$ cat config.mk
export PLATFORM = sky130hd
export DESIGN_NAME = alu_mc
export DESIGN_NICKNAME = d
export VERILOG_FILES = /design/src/rtl/alu_mc.sv
export SDC_FILE = /design/constraint.sdc
export NUM_CORES = 1
export LEC_CHECK = 0
export BUFFER_PORTS_ARGS = -buffer_cell sky130_fd_sc_hd__buf_2
export CAP_MARGIN = 10
export CORE_MARGIN = 2
export CORE_UTILIZATION = 40
export CTS_CLUSTER_DIAMETER = 40
export DETAILED_ROUTE_END_ITERATION = 6
export SLEW_MARGIN = 10
export SYNTH_ARGS = -nofsm -noshare
export SYNTH_HDL_FRONTEND = slang
export SYNTH_SLANG_ARGS = --single-unit
$ cat constraint.sdc
create_clock -name i_SCLK -period 6.2 [get_ports i_SCLK]
set_input_delay 0.31 -clock i_SCLK [delete_from_list [all_inputs] [get_ports i_SCLK]]
set_output_delay 0.31 -clock i_SCLK [all_outputs]
set_load 0.1 [all_outputs]
$ cat src/rtl/alu_mc.sv
// Multi-cycle ALU: single-cycle logic/arith ops, iterative shift-add multiply,
// optional signed saturation on ADD/SUB, and {V,C,N,Z} status flags.
module alu_mc #(
    parameter int DATA_W = 16,
    parameter int CNT_W  = 5
) (
    input  logic              i_SCLK,
    input  logic              i_RESETB,
    input  logic              i_START,
    input  logic [2:0]        i_OP,
    input  logic              i_SAT,
    input  logic [DATA_W-1:0] i_RX,
    input  logic [DATA_W-1:0] i_RY,
    output logic              o_BUSY,
    output logic              o_DONE,
    output logic [DATA_W-1:0] o_RESULT,
    output logic [DATA_W-1:0] o_RESULT_HI,
    output logic [3:0]        o_FLAGS
);

    typedef enum logic [1:0] {S_IDLE, S_EXEC, S_MUL, S_DONE} state_t;

    localparam logic [2:0] OP_CMPZ = 3'b000;
    localparam logic [2:0] OP_ADD  = 3'b001;
    localparam logic [2:0] OP_SUB  = 3'b010;
    localparam logic [2:0] OP_AND  = 3'b011;
    localparam logic [2:0] OP_OR   = 3'b100;
    localparam logic [2:0] OP_XOR  = 3'b101;
    localparam logic [2:0] OP_MUL  = 3'b110;
    localparam logic [2:0] OP_SLT  = 3'b111;

    state_t              state_q, state_d;
    logic [2:0]          op_q;
    logic                sat_q;
    logic [DATA_W-1:0]   x_q, y_q;
    logic [DATA_W-1:0]   prod_hi_q, prod_lo_q;
    logic [CNT_W-1:0]    cnt_q;
    logic                last_iter;

    logic [DATA_W:0]     add_w, sub_w;
    logic [DATA_W-1:0]   alu_res;
    logic                alu_c, alu_v;
    logic [DATA_W:0]     mul_sum;
    logic [2*DATA_W-1:0] mul_next;

    assign last_iter = (cnt_q == CNT_W'(DATA_W - 1));
    assign o_BUSY    = (state_q != S_IDLE);
    assign o_DONE    = (state_q == S_DONE);

    always_ff @(posedge i_SCLK or negedge i_RESETB) begin
        if (!i_RESETB)
            state_q <= S_IDLE;
        else
            state_q <= state_d;
    end

    always_comb begin
        state_d = state_q;
        case (state_q)
            S_IDLE:  if (i_START) state_d = (i_OP == OP_MUL) ? S_MUL : S_EXEC;
            S_EXEC:  state_d = S_DONE;
            S_MUL:   if (last_iter) state_d = S_DONE;
            S_DONE:  state_d = S_IDLE;
            default: state_d = S_IDLE;
        endcase
    end

    // SUB is X + ~Y + 1, so the carry out is the inverted borrow.
    assign add_w = {1'b0, x_q} + {1'b0, y_q};
    assign sub_w = {1'b0, x_q} + {1'b0, ~y_q} + (DATA_W+1)'(1);

    always_comb begin
        alu_res = '0;
        alu_c   = 1'b0;
        alu_v   = 1'b0;
        case (op_q)
            OP_CMPZ: alu_res = {{(DATA_W-1){1'b0}}, (x_q == '0)};
            OP_ADD: begin
                alu_res = add_w[DATA_W-1:0];
                alu_c   = add_w[DATA_W];
                alu_v   = (x_q[DATA_W-1] == y_q[DATA_W-1]) && (add_w[DATA_W-1] != x_q[DATA_W-1]);
            end
            OP_SUB: begin
                alu_res = sub_w[DATA_W-1:0];
                alu_c   = sub_w[DATA_W];
                alu_v   = (x_q[DATA_W-1] != y_q[DATA_W-1]) && (sub_w[DATA_W-1] != x_q[DATA_W-1]);
            end
            OP_AND:  alu_res = x_q & y_q;
            OP_OR:   alu_res = x_q | y_q;
            OP_XOR:  alu_res = x_q ^ y_q;
            OP_SLT:  alu_res = {{(DATA_W-1){1'b0}}, ($signed(x_q) < $signed(y_q))};
            default: alu_res = '0;
        endcase
        // Overflow direction follows the sign of X for both ADD and SUB.
        if (sat_q && alu_v)
            alu_res = x_q[DATA_W-1] ? {1'b1, {(DATA_W-1){1'b0}}} : {1'b0, {(DATA_W-1){1'b1}}};
    end

    // One shift-add step: conditionally add X into the high half, then shift the pair right.
    assign mul_sum  = {1'b0, prod_hi_q} + (prod_lo_q[0] ? {1'b0, x_q} : '0);
    assign mul_next = {mul_sum, prod_lo_q[DATA_W-1:1]};

    always_ff @(posedge i_SCLK or negedge i_RESETB) begin
        if (!i_RESETB) begin
            op_q        <= '0;
            sat_q       <= 1'b0;
            x_q         <= '0;
            y_q         <= '0;
            prod_hi_q   <= '0;
            prod_lo_q   <= '0;
            cnt_q       <= '0;
            o_RESULT    <= '0;
            o_RESULT_HI <= '0;
            o_FLAGS     <= '0;
        end else begin
            case (state_q)
                S_IDLE: begin
                    if (i_START) begin
                        op_q      <= i_OP;
                        sat_q     <= i_SAT;
                        x_q       <= i_RX;
                        y_q       <= i_RY;
                        prod_hi_q <= '0;
                        prod_lo_q <= i_RY;
                        cnt_q     <= '0;
                    end
                end
                S_EXEC: begin
                    o_RESULT    <= alu_res;
                    o_RESULT_HI <= '0;
                    o_FLAGS     <= {alu_v, alu_c, alu_res[DATA_W-1], (alu_res == '0)};
                end
                S_MUL: begin
                    {prod_hi_q, prod_lo_q} <= mul_next;
                    cnt_q                  <= cnt_q + CNT_W'(1);
                    if (last_iter) begin
                        o_RESULT    <= mul_next[DATA_W-1:0];
                        o_RESULT_HI <= mul_next[2*DATA_W-1:DATA_W];
                        o_FLAGS     <= {2'b00, mul_next[2*DATA_W-1], (mul_next == '0)};
                    end
                end
                default: ;
            endcase
        end
    end

endmodule

==> Yosys cells after proc, flatten, opt, wreduce, memory -nomap -nowiden <==
Index checks and enable logic that the tools add are counted.
{ "word_totals": {"regBits": 111, "out_inout_bits": 38} }
{ "op_classes": {"add_sub_neg": 5, "n_lt_le_gt_ge": 1, "n_eq_ne": 17, "n_mux": 22, "n_bitwise": 4, "n_reduce_logical": 15} }
{ "ops": {"columns": ["op", "count"], "rows": [
  ["$pmux 16 s2", 4],
  ["$mux 16", 7],
  ["$pmux 16 s7", 1],
  ["$add 16x16->17", 3],
  ["$logic_not 16->1", 2],
  ["$logic_not 32->1", 1],
  ["$add 17x1->17 const B", 1],
  ["$and 16x16->16", 1],
  ["$lt 16x16->1", 1],
  ["$not 16->16", 1],
  ["$or 16x16->16", 1],
  ["$xor 16x16->16", 1],
  ["$eq 3x3->1 const B", 4],
  ["$pmux 5 s2", 1],
  ["$pmux 2 s4", 1],
  ["$pmux 4 s2", 1],
  ["$reduce_and 2->1", 4],
  ["$eq 3x2->1 const B", 2],
  ["$mux 2", 3],
  ["$reduce_bool 2->1", 3],
  ["$add 5x1->5 const B", 1],
  ["$eq 5x4->1 const B", 1],
  ["$mux 5", 1],
  ["$eq 2x2->1 const B", 2],
  ["10 further kinds", 16]
]} }

==> Logic depth before layout (Yosys ltp) <==
Gate-level depths: netlist of run 1.
{ "depth": {"depth_word": 10, "mapped_depth": 13} }

==> Worst setup path after synthesis of run 1 <==
Ideal clock, no wire load.
{ "synth_path": {"kind": "register to register", "from": "register prod_lo_q[0]", "to": "register o_FLAGS[0]", "setup_time_ns": 0.072, "t_arrival_ns": 3.152, "required_ns": 6.128, "slack_ns": 2.977, "path_stages_with_launch": 12, "synth_period_minus_slack_ns": 3.223, "path_cell_list": "dfrtp_1 > and2_1 > ha_1 > fa_1 > nor4_1 > nand2_1 > or4_1 > or4_1 > or4_1 > nor4_2 > a311oi_1 > nor2_1"} }
{ "synth_via": {"elab_chain_cells": 5} }
{ "synth_lines": {"columns": ["item", "line_no", "text"], "rows": [
  ["start, declared", "36", "logic [DATA_W-1:0] prod_hi_q, prod_lo_q;"],
  ["start signal, assigned", "124", "prod_lo_q <= i_RY;"],
  ["start signal, assigned", "134", "{prod_hi_q, prod_lo_q} <= mul_next;"],
  ["$mux 16", "100", "assign mul_sum = {1'b0, prod_hi_q} + (prod_lo_q[0] ? {1'b0, x_q} : '0);"],
  ["$add 16x16->17", "100", null],
  ["$logic_not 32->1", "139", "o_FLAGS <= {2'b00, mul_next[2*DATA_W-1], (mul_next == '0)};"],
  ["$mux 4", "136", "if (last_iter) begin"],
  ["$pmux 4 s2", "116", "case (state_q)"],
  ["end signal, assigned", "131", "o_FLAGS <= {alu_v, alu_c, alu_res[DATA_W-1], (alu_res == '0)};"],
  ["end signal, assigned", "139", null],
  ["end, declared", "18", "output logic [3:0] o_FLAGS"]
]} }
Every way passes these cells. The select of a mux whose other input is x is not followed.
A chain may end at the register's enable or synchronous reset.

==> Worst setup path after layout of run 1 <==
{ "layout_path": {"from": "register state_q[0]", "to": "register o_FLAGS[0]"} }
{ "layout_via": {"elab_chain_cells": 3, "word_cells_on_any_way": 6, "classes_between": "eq/ne (3); mux (1); reduce/logical (2)"} }
{ "layout_lines": {"columns": ["item", "line_no", "text"], "rows": [
  ["start, declared", "32", "state_t state_q, state_d;"],
  ["start signal, assigned", "54", "state_q <= state_d;"],
  ["$eq 2x2->1 / $eq 2x1->1 (equally long branches)", "116", null],
  ["$ne 2x2->1 (no line) / $reduce_bool 2->1 (equally long branches)", null, null],
  ["$reduce_and 2->1 (no line)", null, null]
]} }
Parallel ways exist; a longest one is shown, timed or not.

==> metrics.csv, run 1 <==
stage;metric;value;unit
timing;clock_skew;4.91;ps
detailed_routing;antenna_left;0;
timing;relSlewSlack;0.177;
logic_synthesis;syn_nets;1112;
floorplan;die_x;149;µm
min_path;hold_class;input pin to register;
global_routing;grt_util_met3;0.0419;
floorplan;coreArea;0.0208;mm²
detailed_routing;drt-total-wl;27300;µm
run_status;status;finished, final reports clean;
cts;cts_tree;yes;
place;place_hpwl;20500;µm
floorplan;die_area;0.0222;mm²
logic_synthesis;syn-cell-area;0.00843;mm²
logic_synthesis;ys.flop_type;dfrtp_1;
floorplan;die_h;149;µm
logic_synthesis;synthArstFlopShare;1.00;
place;io_buffers;76;
setup_path;crit_path_end_kind;register;
logic_synthesis;yosysWarnings;0;
logic_synthesis;synth_top_area_frac;0.330;
detailed_routing;route.detailed.drc;0;
detailed_routing;drtIter0Drc;730;
finish;drive_above_1_share;0.116;
global_routing;grtUsageTotal;0.249;
cts;cts.path.max_buffers;2;
timing;slew_violations;0;
cts;numCtsBuffers;9;
timing;rsz0062_at_grt;false;
cts;clk-insertion-delay-late;360;ps
timing;worst_pin_slew;1230;ps
timing;fin_setup_tns;0;ps
timing;min_period;3830;ps
logic_synthesis;yosys-top-cells-area;dfrtp_1 (33%), ha_1 (11%), o21ai_0 (5.7%);
setup_path;cp.arrival;4120;ps
global_routing;first_global_vias;7629;
detailed_routing;first_pass_iters;6;
finish;stdcell_count;1315;
detailed_routing;vias;7948;
cts;numClockSinks;111;
logic_synthesis;ys_types;75;
floorplan;ios;77;
logic_synthesis;yosys.area.top_type;dfrtp_1;
timing;hold_viol;0;
global_routing;busiest_layer;met2;
place;gp_congestion;0.927;
global_routing;use_met1;0.344;
setup_path;setup.worst_path.start_class;register;
floorplan;placementRows;53;
logic_synthesis;synth_seq_cells;111;
global_routing;grt_antenna_before_repair;0;
finish;n_antenna_cell;0;
timing;clock.fmax;261;MHz
detailed_routing;avgViaCountPerCell;6.04;
global_routing;grt_util_met2;0.388;
setup_path;critical_path_class;register to register;
setup_path;crit_required;6490;ps
global_routing;overflow;0;
logic_synthesis;synth_cells;995;
logic_synthesis;syn_area_per_cell;8.47;µm²
setup_path;path_max_fanout;20;
logic_synthesis;seq_area_frac_synth;0.330;
timing;setup_violations;0;
global_routing;grt_max_degree;72;
cts;cts-root-buf;clkbuf_16;
global_routing;grt_pass1_wl;43100;µm
floorplan;start_util;0.405;
finish;fill_cells;2131;
cts;cts_htree_levels;3;
finish;final_nets;1152;
flow_run;maxCapViolations;0;
logic_synthesis;synth_edf_count;0;
timing;min_period_over_period;0.617;
finish;utilization;0.447;
cts;clk_pin_slew_worst_paths;80;ps
place;dp.cells;1298;
finish;synthToLayoutAreaGrowth;10.6;%
detailed_routing;drt-wirelength-per-cell;20.8;µm
-- repair_timing --
action,in CTS,in global routing
hold buffers,1,0
resized for setup,0,0
hold endpoints to repair,35,0
setup buffers,0,0
-- kinds of logic (layout without fill, tap and decap cells) --
group | count (synthesis) | count (layout) | share of synthesized area
compound gates | 357 | 357 | 0.288
flops | 111 | 111 | 0.330
mux | 13 | 13 | 0.0159
xor+xnor | 14 | 14 | 0.0146
fa+ha+maj | 78 | 78 | 0.118
simple gates | 302 | 302 | 0.179
buf+inv | 120 | 165 | 0.0542
-- routing by layer --
layer	routed length, µm	up-vias
li1	-	3741
met1	12000	3827
met2	12300	321
met3	1850	59
met4	1150	0
met5	0	-
-- worst max-delay path, stage by stage (launching register included) --
cell	delay, ps
dfrtp_1	370
inv_1	70
ha_1	380
buf_4	300
nand2b_1	130
and2_1	580
nand2_1	110
or4_1	490
or4_1	390
or4_1	440
nor4_2	250
a311oi_1	90
nor2_1	130
-- path summary, 6_finish.rpt --
check	startpoint	endpoint	slack, ps	depth (start not counted)
min	i_RX[9]	x_q[9]	140	3
max	state_q[0]	o_FLAGS[0]	2370	12
min in group asynchronous	i_RESETB	y_q[11]	500	2
min reg2reg	o_RESULT_HI[1]	o_RESULT_HI[1]	480	2
max in group asynchronous	i_RESETB	o_RESULT[15]	4400	3
max reg2reg	state_q[0]	o_FLAGS[0]	2370	12
-- synthesized netlist by cell type, types with 9 or more instances --
master and count:
xnor2_1 11, nand2_1 107, a21oi_1 72, a31oi_1 9, a221o_1 11, o31ai_1 10
clkbuf_1 51, nor4_1 16, inv_1 64, a21o_1 11, a211oi_1 15, nor2_1 40
or3_1 22, ha_1 75, o21ai_0 96, nand2b_1 16, mux2i_1 10, dfrtp_1 111
a22o_1 33, and2_1 24, nor3_1 29, nand3_1 11, o211ai_1 13
-- state kept, by name, indices dropped and copies added, names as in the netlist, 2 cells and up --
register	flops
prod_lo_q	16
cnt_q	5
o_RESULT_HI	16
x_q	16
o_FLAGS	4
op_q	3
o_RESULT	16
y_q	16
state_q	2
prod_hi_q	16
-- layout make-up --
class / instances / area [µm²] / share of cell area
sequential: 111 / 2780 / 0.298
timing repair buffer: 85 / 453 / 0.0486
clock buffer: 11 / 253 / 0.0271
inverter: 64 / 240 / 0.0258
clock inverter: 5 / 47.5 / 0.00510
multi-input combinational: 764 / 5200 / 0.558
tap: 275 / 344 / 0.0369
-- stage by stage --
step / hold slack (ps) / instance area [µm²] / setup slack, ps
global placement: 367 / 9010 / 2490
detailed placement: 375 / 9010 / 2400
finish: 144 / 9320 / 2370
global route: 168 / 9320 / 2090
CTS: 141 / 9320 / 2390
floorplan: 14.4 / 8430 / 2980
-- cell usage in the layout (no fill, tap or decap), types with 13 or more instances in the layout --
cell type / synthesis / layout
nor3_1: 29 / 29
o211ai_1: 13 / 13
ha_1: 75 / 75
o21ai_0: 96 / 96
a21oi_1: 72 / 71
nand2_1: 107 / 107
inv_1: 64 / 64
nor4_1: 16 / 16
a211oi_1: 15 / 14
and2_1: 24 / 23
a22o_1: 33 / 33
nand2b_1: 16 / 16
nor2_1: 40 / 40
dfrtp_1: 111 / 111
or3_1: 22 / 22
buf_2: 5 / 75
Power of run 1 is not shown: default switching activity piles up to over one toggle a cycle in this logic, so the estimate is an artifact.
==> inputs of run 2 (changes only) <==
Settings changed: ABC_AREA from default to 1.
Clock period 6.2 ns to 3.64 ns, I/O delays scaled along.
==> run 2 against run 1 <==
  * The flow now finishes with violations (negative hold slack)
  * Register-to-register slack worse by 1800 ps
  * Synthesized cell count is 19% higher
  * Cell count is 16% higher
  * Count of clock-buffer cells in the layout is 1 lower
  * Synthesized area is 0.13% lower
  * Wire length is 3.5% lower
  * Final area is 0.19% higher
  * Worst hold slack worse by 150 ps
  * Critical endpoint unchanged
  * Highest routed layer unchanged
==> metrics.csv, run 2 <==
stage;metric;value;unit;change
finish;utilization;0.448;;+0.000842
setup_path;setup.worst_path.start_class;register;;
floorplan;die_area;0.0222;mm²;-0.13%
setup_path;crit_slowest_cell;ha_1;;
cts;clk-insertion-delay-late;360;ps;about the same
cts;numClockSinks;111;;unchanged
logic_synthesis;yosysMostFrequentCell;nand2_1;;
cts;postCtsSetupBuffers;0;;unchanged
logic_synthesis;seq_area_frac_synth;0.330;;+0.000441
floorplan;start_util;0.404;;-0.000541
logic_synthesis;synth_seq_cells;111;;unchanged
detailed_routing;antenna_left;0;;unchanged
finish;final_common_cell;nand2_1;;
detailed_routing;avgViaCountPerCell;5.23;;-13%
cts;cts_htree_levels;3;;unchanged
flow_run;maxCapViolations;0;;unchanged
logic_synthesis;syn_nets;1304;;+17%
setup_path;crit_chain;inv_1, ha_1, nand2_2, nor2_1, and2_1, nand2_1, nand2_1, nand2_1, nand3_2, nand2_4, nand3_2, nand2_1, nor2_2, nand3_1, nor2_1, nand2_1, nand2_1, nand2_1, nand2_1;;
run_status;status;complete, but fails checks;;
detailed_routing;drt-wirelength-per-cell;17.3;µm;-17%
cts;numCtsBuffers;9;;unchanged
floorplan;placementRows;53;;unchanged
place;gp_congestion;0.926;;about the same
global_routing;grtUsageTotal;0.244;;-0.00574
logic_synthesis;yosys.area.top_type;dfrtp_1;;
cts;clk_pin_slew_worst_paths;80;ps;about the same
logic_synthesis;synth_top_area_frac;0.330;;+0.000441
logic_synthesis;synthArstFlopShare;1.00;;unchanged
setup_path;path_max_fanout;13;;-35%
place;place_hpwl;20400;µm;-0.42%
setup_path;critical_path.most_common_cell;nand2_1;;
timing;setup_violations;0;;unchanged
timing;min_period;3080;ps;-741 ps
cts;cts-root-buf;clkbuf_16;;
global_routing;grt_pass1_wl;42200;µm;-2.2%
timing;slew_violations;0;;unchanged
setup_path;crit_path_end_kind;register;;
run_status;violations;negative hold slack;;
floorplan;die_h;149;µm;about the same
finish;final_area;0.00934;mm²;+0.19%
logic_synthesis;yosysWarnings;0;;unchanged
detailed_routing;first_pass_iters;6;;unchanged
setup_path;critical_path_class;register to register;;
global_routing;first_global_vias;7738;;+1.4%
floorplan;coreArea;0.0208;mm²;unchanged
finish;synthToLayoutAreaGrowth;10.9;%;
place;io_buffers;76;;unchanged
setup_path;critPathMaxStageDelay;550;ps;-30 ps
setup_path;crit_family;simple AND/OR/NAND/NOR gates;;
global_routing;grt_max_degree;75;;+4.2%
place;dp.cells;1507;;+16%
finish;drive_above_1_share;0.130;;+0.0135
timing;clock.fmax;324;MHz;+24%
finish;fill_cells;2246;;+5.4%
logic_synthesis;ys_types;48;;-36%
finish;mostFrequentLayoutCells;nand2_1 (316), inv_1 (148), dfrtp_1 (111), nor2_1 (91), nand3_1 (82);;
min_path;hold_class;input pin to asynchronous set/reset pin;;
timing;fin_setup_tns;0;ps;unchanged
logic_synthesis;syn_area_per_cell;7.09;µm²;-16%
setup_path;path_buf_inv;1;;-1
timing;whs;-7.09;ps;-151 ps
setup_path;crit_required;3940;ps;-2550 ps
global_routing;overflow;0;;unchanged
timing;relSlewSlack;0.350;;+0.174
detailed_routing;drtIter0Drc;629;;-14%
cts;cts_tree;yes;;
cts;hold_buffers;0;;-1
detailed_routing;drt-total-wl;26400;µm;-3.5%
detailed_routing;vias;7965;;+0.21%
timing;min_period_over_period;0.847;;+0.230
finish;final_nets;1360;;+18%
timing;rsz0062_at_grt;false;;
detailed_routing;route.detailed.drc;0;;unchanged
timing;clock_skew;9.94;ps;+5.03 ps
floorplan;die_x;149;µm;about the same
logic_synthesis;ys.flop_type;dfrtp_1;;
finish;n_antenna_cell;0;;unchanged
logic_synthesis;syn-cell-area;0.00842;mm²;-0.13%
floorplan;ios;77;;unchanged
setup_path;cp.arrival;3380;ps;-740 ps
logic_synthesis;synth_edf_count;0;;unchanged
timing;worst_pin_slew;975;ps;-258 ps
timing;hold_viol;11;;+11
place;post_dp_cell_area;0.00903;mm²;+0.22%
global_routing;grt_antenna_before_repair;0;;unchanged
cts;cts.path.max_buffers;2;;unchanged
finish;stdcell_count;1523;;+16%
logic_synthesis;yosys-top-cells-area;dfrtp_1 (33%), nand2_1 (14%), ha_1 (11%);;
logic_synthesis;synth_cells;1187;;+19%
cts;ctsResizeCount;0;;unchanged
logic_synthesis;netlist_top_cells_count;nand2_1 (318), inv_1 (148), dfrtp_1 (111);;
## run 2: changes by cell type after synthesis, sizes merged, moves of 19 or more
cell and delta:
and2 -23, clkbuf -24, nor3 -19, o21ai -29
inv +98, nand2 +230, a22o -33, or3 -22
nand3 +74, nor2 +56
## run 2: final timing paths
check	start	end	slack, ps	depth (start not counted)
setup / recovery	x_q[10]	o_FLAGS[0]	560	19
hold / removal	i_RESETB	o_RESULT_HI[3]	-7	1
setup reg to reg	x_q[10]	o_FLAGS[0]	560	19
hold reg to reg	o_RESULT_HI[4]	o_RESULT_HI[4]	470	2
max in group asynchronous	i_RESETB	x_q[13]	2900	2
min in group i_SCLK	i_SAT	sat_q	60	2
## run 2: layout make-up
class | instances | area, µm² | share of cell area
Clock buffer | 10 | 239 | 0.0256
Clock inverter | 6 | 68.8 | 0.00737
Inverter | 165 | 619 | 0.0663
Multi-Input combinational cell | 869 | 4810 | 0.515
Sequential cell | 111 | 2780 | 0.298
Tap cell | 275 | 344 | 0.0369
Timing Repair Buffer | 87 | 478 | 0.0512
## run 2: cells by family after synthesis
family	Yosys count	share of synthesized area
simple gates	559	0.285
compound gates	219	0.153
buf+inv	207	0.0992
flops	111	0.330
fa+ha+maj	78	0.119
xor+xnor	12	0.0125
mux	1	0.00134
## run 2: worst reg2reg max path: stages (launching register included)
cell and delay [ps]:
dfrtp_1 500, inv_1 140, ha_1 550, nand2_2 110
nor2_1 220, and2_1 170, nand2_1 70, nand2_1 110
nand2_1 70, nand3_2 90, nand2_4 90, nand3_2 210
nand2_1 140, nor2_2 140, nand3_1 80, nor2_1 100
nand2_1 50, nand2_1 50, nand2_1 50, nand2_1 70
## run 2: routing by layer
layer  wire length [µm]  vias up  global-route usage
li1                   -     3962                   -
met1              12100     3768               0.343
met2              12500      204               0.400
met3               1220       31              0.0254
met4                541        0              0.0681
met5                  0        -                   0
## run 2: stage by stage
step                      worst slack [ps]  hold slack [ps]
after floorplan                       1070             -114
after global placement                 580              407
after detailed placement               607              407
after CTS                              590             19.7
after global routing                   305             54.4
final                                  555            -7.09
Power of run 2 is left out for the same reason.
